[config.mk]
export PLATFORM = sky130hd
export DESIGN_NAME = task5_spi_slave
export DESIGN_NICKNAME = d
export VERILOG_FILES = /design/src/rtl/task5_spi_slave.sv
export SDC_FILE = /design/constraint.sdc
export NUM_CORES = 1
export LEC_CHECK = 0
export CORE_UTILIZATION = 55
export DETAILED_ROUTE_END_ITERATION = 8
export HOLD_SLACK_MARGIN = 0.02
export PLACE_DENSITY_LB_ADDON = 0.1
export SKIP_LAST_GASP = 1
export SYNTH_ARGS = -nofsm -noshare
export SYNTH_HDL_FRONTEND = slang
export SYNTH_SLANG_ARGS = --single-unit
[constraint.sdc]
create_clock -name SCLK -period 11.74 [get_ports SCLK]
set_input_delay 2.348 -clock SCLK [delete_from_list [all_inputs] [get_ports SCLK]]
set_output_delay 2.348 -clock SCLK [all_outputs]
set_load 0.02 [all_outputs]
[src/rtl/task5_spi_slave.sv]
// Serial command slave: 2-bit opcode followed by a 1- or 32-bit payload, MSB first.
// Opcodes: 00 write DATA_O, 01 flag/clear accumulator, 10 add, 11 subtract.
// The accumulator snapshot is shifted out on MISO during 32-bit payloads.
module task5_spi_slave #(
    parameter int unsigned WIDTH = 32
) (
    input  logic             SCLK,
    input  logic             RST,
    input  logic             MOSI,
    input  logic             SS,
    output logic             MISO,
    output logic [WIDTH-1:0] DATA_O,
    output logic [WIDTH-1:0] ACC_O,
    output logic             FLAG_O
);

    localparam int unsigned CW = $clog2(WIDTH);
    localparam logic [CW-1:0] LastBit = CW'(WIDTH - 1);

    typedef enum logic [2:0] {StCmd1, StCmd0, StPay1, StPay32, StDone} state_e;

    state_e           state_q;
    logic [1:0]       op_q;
    logic [WIDTH-1:0] rx_q;
    logic [WIDTH-1:0] tx_q;
    logic [CW-1:0]    cnt_q;
    logic [WIDTH-1:0] word;

    // Word as it stands including the bit arriving on this edge.
    assign word = {rx_q[WIDTH-2:0], MOSI};

    // Frame FSM with registered data, accumulator and flag outputs.
    always_ff @(posedge SCLK) begin
        if (RST) begin
            state_q <= StCmd1;
            op_q    <= 2'b00;
            rx_q    <= '0;
            tx_q    <= '0;
            cnt_q   <= '0;
            DATA_O  <= '0;
            ACC_O   <= '0;
            FLAG_O  <= 1'b0;
        end else if (!SS) begin
            // Deselect aborts any partial frame without touching committed state.
            state_q <= StCmd1;
            cnt_q   <= '0;
        end else begin
            case (state_q)
                StCmd1: begin
                    op_q[1] <= MOSI;
                    state_q <= StCmd0;
                end
                StCmd0: begin
                    op_q[0] <= MOSI;
                    rx_q    <= '0;
                    tx_q    <= ACC_O;
                    cnt_q   <= '0;
                    state_q <= ({op_q[1], MOSI} == 2'b01) ? StPay1 : StPay32;
                end
                StPay1: begin
                    FLAG_O <= MOSI;
                    if (MOSI) begin
                        ACC_O <= '0;
                    end
                    state_q <= StDone;
                end
                StPay32: begin
                    rx_q  <= word;
                    tx_q  <= {tx_q[WIDTH-2:0], 1'b0};
                    cnt_q <= cnt_q + 1'b1;
                    if (cnt_q == LastBit) begin
                        case (op_q)
                            2'b00:   DATA_O <= word;
                            2'b10:   ACC_O  <= ACC_O + word;
                            2'b11:   ACC_O  <= ACC_O - word;
                            default: ;
                        endcase
                        state_q <= StDone;
                    end
                end
                StDone: state_q <= StDone;
                default: state_q <= StCmd1;
            endcase
        end
    end

    // Readout is only driven while a 32-bit payload is in flight.
    assign MISO = (SS && (state_q == StPay32)) ? tx_q[WIDTH-1] : 1'b0;

endmodule

======== Word level (Yosys, flattened, before mapping) ========
Cells that the tools add are included.
cells by class
  bitwise operators ....................... 1
  eq/ne operators ......................... 11
  $add $sub $neg .......................... 3
  multiplexer cells ....................... 11
  shift-type cells ........................ 0
  reduce and logical (&&, ||, !) cells .... 13
  div/mod/pow operators ................... 0
  multiply operators ...................... 0
  $lt $le $gt $ge ......................... 0
operator list
  kind                 count
  $pmux 32 s2          3
  $mux 32              2
  $pmux 31 s2          1
  $add 32x32->32       1
  $sub 32x32->32       1
  $pmux 3 s4           1
  $pmux 5 s2           1
  $reduce_and 2->1     4
  $eq 3x2->1 const B   2
  $add 5x1->5 const B  1
  $eq 5x5->1 const B   1
  $reduce_and 5->1     1
  $eq 2x2->1 const B   2
  $ne 2x2->1 const B   2
  $reduce_and 4->1     1
  $reduce_bool 2->1    2
  $reduce_or 2->1      2
  $eq 3x1->1 const B   1
  $eq 3x3->1 const B   1
  $logic_not 3->1      1
  $mux 3               1
  $ne 3x1->1 const B   1
  $eq 2x1->1 const B   1
  $logic_not 2->1      1
  other kinds (3)      4
storage, ports and cells
  input bits .............................. 4
  bits in latches ......................... 0
  bits in writable memories ............... 0
  memories kept ........................... 0
  word-level logic and storage cells ...... 48
  bits in registers ....................... 138
  output and inout bits ................... 66
  ROM bits ................................ 0

======== Logic depth before layout (Yosys ltp) ========
Gate-level depths: netlist (run 1).
  depth after elaboration ................. 4
  depth in mapped cells ................... 18
  mapped depth without buffers ............ 16

======== Worst setup path after synthesis (run 1) ========
OpenSTA, ideal clock, no wires.
  path kind ............................... input -> output
  start ................................... in SS
  end ..................................... out MISO
  path slack .............................. 5,966 ps
  path buffers ............................ 3
  arrival time ............................ 3,426 ps
  cell stages on the path ................. 5
  path through ............................ clkbuf_1 and3_1 clkbuf_1 clkbuf_1 and2_1
on the way
  word-level cells in the longest chain between the ends .. 2
RTL lines
  element            RTL line  text
  from (decl)        10        input logic SS,
  $logic_and 1x1->1  88        assign MISO = (SS && (state_q == StPay32)) ? tx_q[WIDTH-1] : 1'b0;
  $mux 1             88
  to (decl)          11        output logic MISO,
Every way passes these cells.

======== Worst setup path in the final report (run 1) ========
Ends and elaborated chain as after synthesis.

==> flow_summary.yaml, run 1 <==
timing:
  grt_setup_unrepaired: "false"
  max_freq_mhz: 150
  worst_slew_margin_rel_pct: 21.3
  finalCriticalPeriod_ns: 6.67
  final.setup.worst_slack_ns: 5.07
  fin_skew_ns: 0.0114
  worstMarginPinSlew_ns: 1.17
  layout_worst_path_cycle_share_pct: 56.9
  setup_viol_count_final: 0
  final_max_slew_viol_count: 0
  timing.setup.tns_ns: 0
  timing.final.hold_violations: 0
synthesis:
  synth_top_cells_by_area: "sky130_fd_sc_hd__dfxtp_1 (37%), sky130_fd_sc_hd__nand2_1 (8.9%), sky130_fd_sc_hd__a21oi_1 (6.2%)"
  yosys.area.top_type_share_pct: 36.7
  synth.most_common_cell: "sky130_fd_sc_hd__nand2_1"
  postSynthNetCount: 1016
  ys_dominant_reg_cell: "sky130_fd_sc_hd__dfxtp_1"
  synth.top_cells.by_count: "sky130_fd_sc_hd__nand2_1 (179), sky130_fd_sc_hd__dfxtp_1 (138), sky130_fd_sc_hd__nor2_1 (113), sky130_fd_sc_hd__a21oi_1 (93), sky130_fd_sc_hd__clkbuf_1 (64)"
  async_flop_share_pct: 0
  synthesized_area_sq_mm: 0.00753
  synth_enable_flop_cells: 0
  synth_area_per_cell_sq_um: 7.71
  synth_largest_area_cell: "sky130_fd_sc_hd__dfxtp_1"
  ys_ff_latch: 138
  synth.yosys.seq_area_share_pct: 36.7
  synth_warnings: 0
  synth.lib_cells_used.distinct: 59
  netlist_instances: 977
clocking:
  htreeDepth: 4
  clock_sink_count: 138
  holdBufCountCts: 0
  cts_repair_resize_count: 0
  cts.path.max_buffers: 2
  cts_tree: "yes"
  cts_root_buf: "sky130_fd_sc_hd__clkbuf_16"
  clkLatencyLatePin_ns: 0.42
  clkSlewWorstSetupHoldPaths_ns: 0.06
  cts_post_setup_buffers_inserted: 0
  cts_made_buffers: 17
routing:
  post_detailed_route_wirelength_per_cell_um: 15.5
  wirelength_um: 18300
  remaining_drc_errors: 0
  drt-vias-per-instance: 5.73
  route.met3.wl_um: 945
  met2_wirelength_um: 7770
  vias: 6795
  drt.antenna.violating_nets: 0
  drt-pass1-iter-count: 8
  met1_length_um: 9500
  topRoutingLayerUsed: "met4"
  detail_route.iter0.violations: 502
power_and_ir_drop:
  power.ir.vdd_worst_mv: 0.122
  cellLeakagePower_uw: 0.00322
  power.sequential.fraction_pct: 44.0
  power.clock.fraction_pct: 49.5
  internal_power_uw: 824
  p_comb_share_pct: 6.5
  power.switching_uw: 263
  power_density_mw_per_mm2: 124
  sw_frac_of_total_pct: 24.2
global_route:
  grt_max_degree: 65
  grt_pass1_vias: 6018
  wire_length_of_the_first_global_routing_pass_um: 30500
  number_of_antenna_violations_at_the_first_check_in_global_routing: 0
  grt.total_usage_pct: 26.6
  grt-ovfl-total: 0
die:
  die-width_um: 119
  core-area_sq_mm: 0.0133
  initial_util_pct: 56.6
  die-area_sq_mm: 0.0142
  number_of_placement_rows: 42
  ioPinCount: 70
  chipHeight_um: 119
hold_path:
  holdPathStages: 2
  hold_class: "reg -> reg"
layout:
  fillCellCount: 1184
  postLayoutCoreUtil_pct: 66.1
  nets: 1036
  finish.cell_count_without_fillers: 1185
  layout-area-overhead-vs-synth_pct: 16.7
  antenna-diode-count: 0
  layout_cell_share_with_drive_strength_beyond_1_pct: 5.15
  final_area_sq_mm: 0.00879
  multi_input_comb_area_sq_mm: 0.00441
  seq_area_sq_mm: 0.00276
placement:
  port-buffer-count: 69
  detailedPlacementHpwl_um: 12500
  place.detailed.instances: 1154
  gp_congestion: 0.939
  pre_cts_slack_ns: 5.10
  post_dp_cell_area_sq_mm: 0.00819
setup_path:
  worstPathArrival_ns: 4.33
  worst-endpoint-required_ns: 9.39
  start_kind: "input port"
  class_of_the_most_critical_setup_path: "in -> out"
  ff2ff_path_depth: 16
  timing.critical_path.to_type: "primary output"
  critical_path_peak_fanout: 33
status:
  status: "complete, no violations"
job:
  maxCapViolations: 0
## layout make-up
class / instances / share of cell area, %
clock inverters: 12 / 1.61
flip-flops and latches: 138 / 31.4
inverters: 17 / 0.726
repair buffers: 75 / 8.34
well taps: 176 / 2.51
multi-input cells: 748 / 50.2
clock buffers: 19 / 5.15
## cells by family (layout without fill, tap and decap cells)
family	Yosys count	count (layout)	synth area share, %
mux	5	5	0.665
compound gates	267	267	23.1
buf+inv	91	123	4.74
fa+ha+maj	35	35	5.92
simple gates	386	386	22.5
flops	138	138	36.7
xor+xnor	55	55	6.40
## sequential cells by signal (all words and copies together) (netlist names)
register / flops
ACC_O: 32
DATA_O: 32
tx_q: 32
rx_q: 31
cnt_q: 5
state_q: 3
op_q: 2
FLAG_O: 1
## routing by layer
layer / global-route usage [%] / up-vias
li1: - / 3489
met1: 40.3 / 3144
met2: 37.9 / 156
met3: 4.89 / 6
met4: 7.75 / 0
met5: 0 / -
## power by group through the flow
stage / registers (uW) / clock network (uW) / logic [uW]
after floorplan: 487 / 0 / 56.7
after global placement: 489 / 0 / 68.7
after detailed placement: 489 / 0 / 69.7
after CTS: 479 / 545 / 70.0
after global routing: 479 / 568 / 78.6
final: 479 / 538 / 70.3
## cells in the final DEF, fill, tap and decap left out, drive strengths merged, types with 7 or more instances in the layout
cell type	netlist	routed
nor3	18	18
o21ai	44	44
inv	17	20
a22oi	39	39
a21oi	93	93
ha	34	34
dfxtp	138	138
o31ai	11	11
clkdlybuf4s50	0	68
nand2	179	179
nor2	113	113
a311oi	30	30
nand3	17	17
a21o	10	10
nand2b	11	11
nand4	8	8
xor2	30	30
xnor2	25	25
buf	9	7
or3	9	9
clkbuf	65	19
## worst max-delay path: stages
cell and delay (ns):
sky130_fd_sc_hd__clkdlybuf4s50_1 0.64, sky130_fd_sc_hd__and3_1 0.21, sky130_fd_sc_hd__buf_4 0.32, sky130_fd_sc_hd__and2_1 0.20, sky130_fd_sc_hd__clkdlybuf4s50_1 0.60
## final timing paths
kind | slack, ns | from | end
worst max-delay path | 5.07 | SS | MISO
worst min-delay path | 0.45 | tx_q[0] | tx_q[0]
worst max register to register | 7.56 | rx_q[1] | ACC_O[29]
worst min register to register | 0.45 | tx_q[0] | tx_q[0]
## stage by stage
step	hold slack, ns	total power [uW]
3_5_place_dp	0.444	558
6_report	0.453	1090
3_3_place_gp	0.442	558
2_1_floorplan	0.433	544
5_1_grt	0.480	1130
4_1_cts	0.453	1090
Power figures use the tool's default switching activity.
==> run 2, diff against run 1 <==
==> constraint.sdc (replaced) <==
create_clock -name SCLK -period 6.3 [get_ports SCLK]
set_input_delay 1.26 -clock SCLK [delete_from_list [all_inputs] [get_ports SCLK]]
set_output_delay 1.26 -clock SCLK [all_outputs]
set_load 0.02 [all_outputs]
==> flow_summary.yaml, run 2 (same netlist as run 1, synthesis figures left out) <==
status:
  status: "complete, no violations"
placement:
  place.detailed.instances: 1157
  detailedPlacementHpwl_um: 12700
  port-buffer-count: 69
  gp_congestion: 0.940
clocking:
  holdBufCountCts: 0
  cts_post_setup_buffers_inserted: 0
  htreeDepth: 4
  cts.path.max_buffers: 2
  clock_sink_count: 138
  cts_tree: "yes"
  cts_repair_resize_count: 0
  cts_root_buf: "sky130_fd_sc_hd__clkbuf_16"
  cts_made_buffers: 17
  clkLatencyLatePin_ns: 0.45
  clkSlewWorstSetupHoldPaths_ns: 0.07
setup_path:
  start_kind: "input port"
  worst-endpoint-required_ns: 6.64
  worstPathArrival_ns: 5.23
  critical_path.max_stage_delay_ns: 0.61
  cp_slowest_cell: "sky130_fd_sc_hd__clkdlybuf4s50_1"
  timing.critical_path.to_type: "flop"
  critical_path_peak_fanout: 10
  path_cells: "clkdlybuf4s50_1 -> inv_1 -> ha_1 -> nand2_1 -> or3_4 -> or2_4 -> o31ai_4 -> xor2_1 -> ha_1 -> nand2_1 -> o21ai_0 -> nand3_1 -> a21oi_1 -> nand2b_1 -> nor3_1 -> mux2i_1 -> nand3_1"
  class_of_the_most_critical_setup_path: "in -> reg"
layout:
  finish.cell_count_without_fillers: 1188
  reg_top3: "ACC_O x32, DATA_O x32, tx_q x32"
  layout_cell_share_with_drive_strength_beyond_1_pct: 5.24
  fillCellCount: 1146
  mostFrequentLayoutCell: "sky130_fd_sc_hd__nand2_1"
  postLayoutCoreUtil_pct: 66.6
  antenna-diode-count: 0
  nets: 1039
  most-common-layout-cells: "sky130_fd_sc_hd__nand2_1 (179), sky130_fd_sc_hd__dfxtp_1 (138), sky130_fd_sc_hd__nor2_1 (113), sky130_fd_sc_hd__a21oi_1 (93), sky130_fd_sc_hd__clkdlybuf4s50_1 (68)"
  layout-area-overhead-vs-synth_pct: 17.6
global_route:
  grt_pass1_vias: 6025
  grt.total_usage_pct: 27.1
  number_of_antenna_violations_at_the_first_check_in_global_routing: 0
  wire_length_of_the_first_global_routing_pass_um: 30600
  grt-ovfl-total: 0
  grt_max_degree: 97
timing:
  timing.final.hold_violations: 0
  final_hold_slack_ns: 0.456
  final_max_slew_viol_count: 0
  fin_skew_ns: 0.0129
  setup_viol_count_final: 0
  worstMarginPinSlew_ns: 1.14
  timing.setup.tns_ns: 0
  max_freq_mhz: 204
  layout_worst_path_cycle_share_pct: 77.6
  worst_slew_margin_rel_pct: 23.7
  grt_setup_unrepaired: "false"
  finalCriticalPeriod_ns: 4.89
die:
  core-area_sq_mm: 0.0133
  chipHeight_um: 119
  number_of_placement_rows: 42
  die-area_sq_mm: 0.0142
  initial_util_pct: 56.6
  die-width_um: 119
  ioPinCount: 70
job:
  maxCapViolations: 0
routing:
  wirelength_um: 18600
  vias: 6928
  post_detailed_route_wirelength_per_cell_um: 15.6
  detail_route.iter0.violations: 591
  remaining_drc_errors: 0
  drt-vias-per-instance: 5.83
  drt.antenna.violating_nets: 0
  drt-pass1-iter-count: 5
hold_path:
  hold_class: "reg -> reg"
power_and_ir_drop:
  power.ir.vdd_worst_mv: 0.196
  power_density_mw_per_mm2: 238
  cellLeakagePower_uw: 0.00326
-- run 2: cell types whose count changed in the layout (fill, tap and decap cells not counted) --
cell,before,now
sky130_fd_sc_hd__clkbuf_1,0,2
sky130_fd_sc_hd__inv_8,1,0
sky130_fd_sc_hd__buf_4,7,10
sky130_fd_sc_hd__inv_6,2,1
sky130_fd_sc_hd__bufinv_16,2,4
sky130_fd_sc_hd__clkbuf_8,2,3
sky130_fd_sc_hd__clkinvlp_4,4,2
sky130_fd_sc_hd__clkinv_2,1,0
-- run 2: layer usage --
metal	track usage [%]	vias to the layer above	wire [um]
met5	0	-	0
met4	9.57	0	333
met3	6.03	30	990
met2	37.7	193	7760
met1	40.5	3211	9480
li1	-	3494	-
-- run 2: cell type report --
class	count	area, sq um	area share (%)
clock inverter	9	161	1.82
inverter	17	63.8	0.721
timing repair buffer	78	756	8.54
multi-input combinational	748	4410	49.9
sequential	138	2760	31.2
clock buffer	22	474	5.36
tap	176	220	2.49
-- run 2: stage by stage --
stage / power [uW] / setup WS (ns) / instance area, sq um
CTS: 2120 / 1.47 / 8850
floorplan: 1010 / 1.92 / 7530
finish: 2110 / 1.41 / 8850
global placement: 1040 / 1.08 / 8220
detailed placement: 1040 / 1.03 / 8220
global route: 2170 / 1.02 / 8850
-- run 2: worst paths after layout --
| check | from | end | slack, ns | cells after the start |
|---|---|---|---|---|
| worst max-delay path | MOSI | ACC_O[29] | 1.41 | 17 |
| worst min-delay path | DATA_O[25] | DATA_O[25] | 0.46 | 2 |
| worst max register to register | rx_q[1] | ACC_O[29] | 2.13 | 16 |
| worst min register to register | DATA_O[25] | DATA_O[25] | 0.46 | 2 |
-- run 2: where the power goes --
part | internal (uW) | total (uW) | switching, uW
Combinational | 45.6 | 131 | 85.8
Clock | 693 | 1080 | 390
Sequential | 884 | 892 | 7.77
Total | 1620 | 2110 | 483
-- run 2: worst max-delay path, delay by kind of cell --
kind | cells | cell delay [ns]
adder cells (fa/ha/maj) | 2 | 0.60
AND/OR/NAND/NOR | 8 | 1.41
XOR/XNOR | 1 | 0.12
multiplexers | 1 | 0.16
AO/OA/AOI/OAI | 3 | 0.83
buffers and inverters | 2 | 0.84
==> run 3, diff against run 2 <==
--- a/config.mk
+++ b/config.mk
@@ -5,7 +5,7 @@
 export SDC_FILE = /design/constraint.sdc
 export NUM_CORES = 1
 export LEC_CHECK = 0
-export CORE_UTILIZATION = 55
+export CORE_UTILIZATION = 52
 export DETAILED_ROUTE_END_ITERATION = 8
 export HOLD_SLACK_MARGIN = 0.02
 export PLACE_DENSITY_LB_ADDON = 0.1
==> constraint.sdc (replaced) <==
create_clock -name SCLK -period 4.4 [get_ports SCLK]
set_input_delay 0.88 -clock SCLK [delete_from_list [all_inputs] [get_ports SCLK]]
set_output_delay 0.88 -clock SCLK [all_outputs]
set_load 0.02 [all_outputs]
==> flow_summary.yaml, run 3 (same netlist as run 1, synthesis figures left out) <==
timing:
  setup_viol_count_final: 0
  finalCriticalPeriod_ns: 4.06
  fin_skew_ns: 0.0107
  worst_slew_margin_rel_pct: 26.0
  timing.final.hold_violations: 0
  grt_setup_unrepaired: "false"
  layout_worst_path_cycle_share_pct: 92.3
  max_freq_mhz: 246
  final_max_slew_viol_count: 0
  worstMarginPinSlew_ns: 1.11
  timing.setup.tns_ns: 0
layout:
  multi_input_comb_area_sq_mm: 0.00441
  nets: 1069
  layout-area-overhead-vs-synth_pct: 19.9
  final_area_sq_mm: 0.00903
  fillCellCount: 1258
  postLayoutCoreUtil_pct: 64.5
  most-common-layout-cells: "sky130_fd_sc_hd__nand2_1 (179), sky130_fd_sc_hd__dfxtp_1 (138), sky130_fd_sc_hd__nor2_1 (113), sky130_fd_sc_hd__a21oi_1 (93), sky130_fd_sc_hd__clkdlybuf4s50_1 (68)"
  reg_top3: "ACC_O x32, DATA_O x32, tx_q x32"
  antenna-diode-count: 0
  mostFrequentLayoutCell: "sky130_fd_sc_hd__nand2_1"
  seq_area_sq_mm: 0.00276
  layout_cell_share_with_drive_strength_beyond_1_pct: 8.25
clocking:
  clock_sink_count: 138
  cts_root_buf: "sky130_fd_sc_hd__clkbuf_16"
  clkLatencyLatePin_ns: 0.42
  cts_post_setup_buffers_inserted: 0
  cts_repair_resize_count: 0
  cts_made_buffers: 17
  holdBufCountCts: 0
  htreeDepth: 4
  cts.path.max_buffers: 2
  clkSlewWorstSetupHoldPaths_ns: 0.06
  cts_tree: "yes"
power_and_ir_drop:
  post-layout-total-power_uw: 2880
  power.ir.vdd_worst_mv: 0.232
  power_density_mw_per_mm2: 319
  cellLeakagePower_uw: 0.00339
die:
  chipHeight_um: 122
  initial_util_pct: 53.8
  number_of_placement_rows: 43
  ioPinCount: 70
  die-area_sq_mm: 0.0150
  core-area_sq_mm: 0.0140
  die-width_um: 122
setup_path:
  critical_path.max_stage_delay_ns: 0.53
  critical_path_peak_fanout: 9
  cp_slowest_cell: "sky130_fd_sc_hd__o311ai_0"
  worstPathBufferInverterCount: 2
  start_kind: "input port"
  path_cells: "clkdlybuf4s50_1 -> buf_4 -> o41ai_1 -> xor2_1 -> ha_1 -> a211o_1 -> a31o_2 -> o311ai_0 -> o22a_1 -> o21ai_0 -> or4b_1 -> nand3_1"
  critical_path_s_top_delay_family: "compound AO/OA/AOI/OAI gates"
  timing.critical_path.to_type: "flop"
  worstPathArrival_ns: 4.43
  class_of_the_most_critical_setup_path: "in -> reg"
  worst-endpoint-required_ns: 4.77
placement:
  detailedPlacementHpwl_um: 13100
  post_dp_cell_area_sq_mm: 0.00845
  port-buffer-count: 69
  gp_congestion: 0.891
routing:
  remaining_drc_errors: 0
  drt-vias-per-instance: 5.68
  drt.antenna.violating_nets: 0
  detail_route.iter0.violations: 502
  drt-pass1-iter-count: 4
  post_detailed_route_wirelength_per_cell_um: 15.4
  wirelength_um: 18800
  vias: 6945
global_route:
  grt_max_degree: 76
  number_of_antenna_violations_at_the_first_check_in_global_routing: 0
  grt_pass1_vias: 5981
  grt.total_usage_pct: 25.7
  grt-ovfl-total: 0
  wire_length_of_the_first_global_routing_pass_um: 30300
hold_path:
  hold_class: "reg -> reg"
status:
  status: "complete, no violations"
job:
  maxCapViolations: 0
==> run 3: cell types whose count changed in the layout (fill, tap and decap cells not counted) <==
| cell | delta |
|---|---|
| sky130_fd_sc_hd__buf_4 | +30 |
| sky130_fd_sc_hd__clkbuf_1 | -2 |
| sky130_fd_sc_hd__clkinv_4 | -1 |
| sky130_fd_sc_hd__clkinvlp_4 | -1 |
| sky130_fd_sc_hd__bufinv_16 | -3 |
| sky130_fd_sc_hd__clkinv_2 | +2 |
| sky130_fd_sc_hd__inv_6 | +6 |
| sky130_fd_sc_hd__inv_8 | +1 |
| sky130_fd_sc_hd__clkbuf_8 | -1 |
==> run 3: where the power goes <==
part | internal [uW] | switching, uW
clock | 822 | 577
sequential | 1270 | 11.4
combinational | 77.2 | 126
total | 2170 | 714
==> run 3: metal layers <==
metal / wire (um) / track usage (%)
met5: 0 / 0
met3: 1170 / 4.93
met4: 246 / 7.77
met1: 9520 / 38.3
met2: 7850 / 36.9
==> run 3: cell type report <==
type,count,area share [%]
flip-flops and latches,138,30.6
clock buffers,19,5.02
clock inverters,13,1.43
multi-input cells,748,48.9
repair buffers,108,10.9
inverters,17,0.707
well taps,180,2.49
==> run 3: through the flow <==
step           setup WS, ns  instances  hold WS, ns
2_1_floorplan         0.399        977        0.433
3_3_place_gp         0.0120       1191        0.442
3_5_place_dp        -0.0582       1191        0.446
4_1_cts               0.382       1223        0.455
5_1_grt              0.0688       1223        0.474
6_report              0.341       1223        0.451
==> run 3: final timing paths <==
path / from / end / slack (ns) / depth (start not counted)
setup / recovery: MOSI / ACC_O[24] / 0.34 / 12
setup reg to reg: rx_q[1] / ACC_O[28] / 0.42 / 14
hold / removal: tx_q[0] / tx_q[0] / 0.45 / 2
hold reg to reg: tx_q[0] / tx_q[0] / 0.45 / 2
==> run 3: worst register-to-register path: stages (launching register included) <==
cell,delay [ns]
sky130_fd_sc_hd__dfxtp_1,0.41
sky130_fd_sc_hd__or4_4,0.60
sky130_fd_sc_hd__nor3_4,0.17
sky130_fd_sc_hd__nand2_1,0.16
sky130_fd_sc_hd__or3_4,0.44
sky130_fd_sc_hd__or2_4,0.27
sky130_fd_sc_hd__o31ai_4,0.17
sky130_fd_sc_hd__xor2_1,0.11
sky130_fd_sc_hd__ha_1,0.37
sky130_fd_sc_hd__nand4_1,0.21
sky130_fd_sc_hd__o311ai_0,0.42
sky130_fd_sc_hd__a21oi_1,0.11
sky130_fd_sc_hd__o21ai_0,0.13
sky130_fd_sc_hd__xnor2_1,0.17
sky130_fd_sc_hd__o21ai_0,0.09
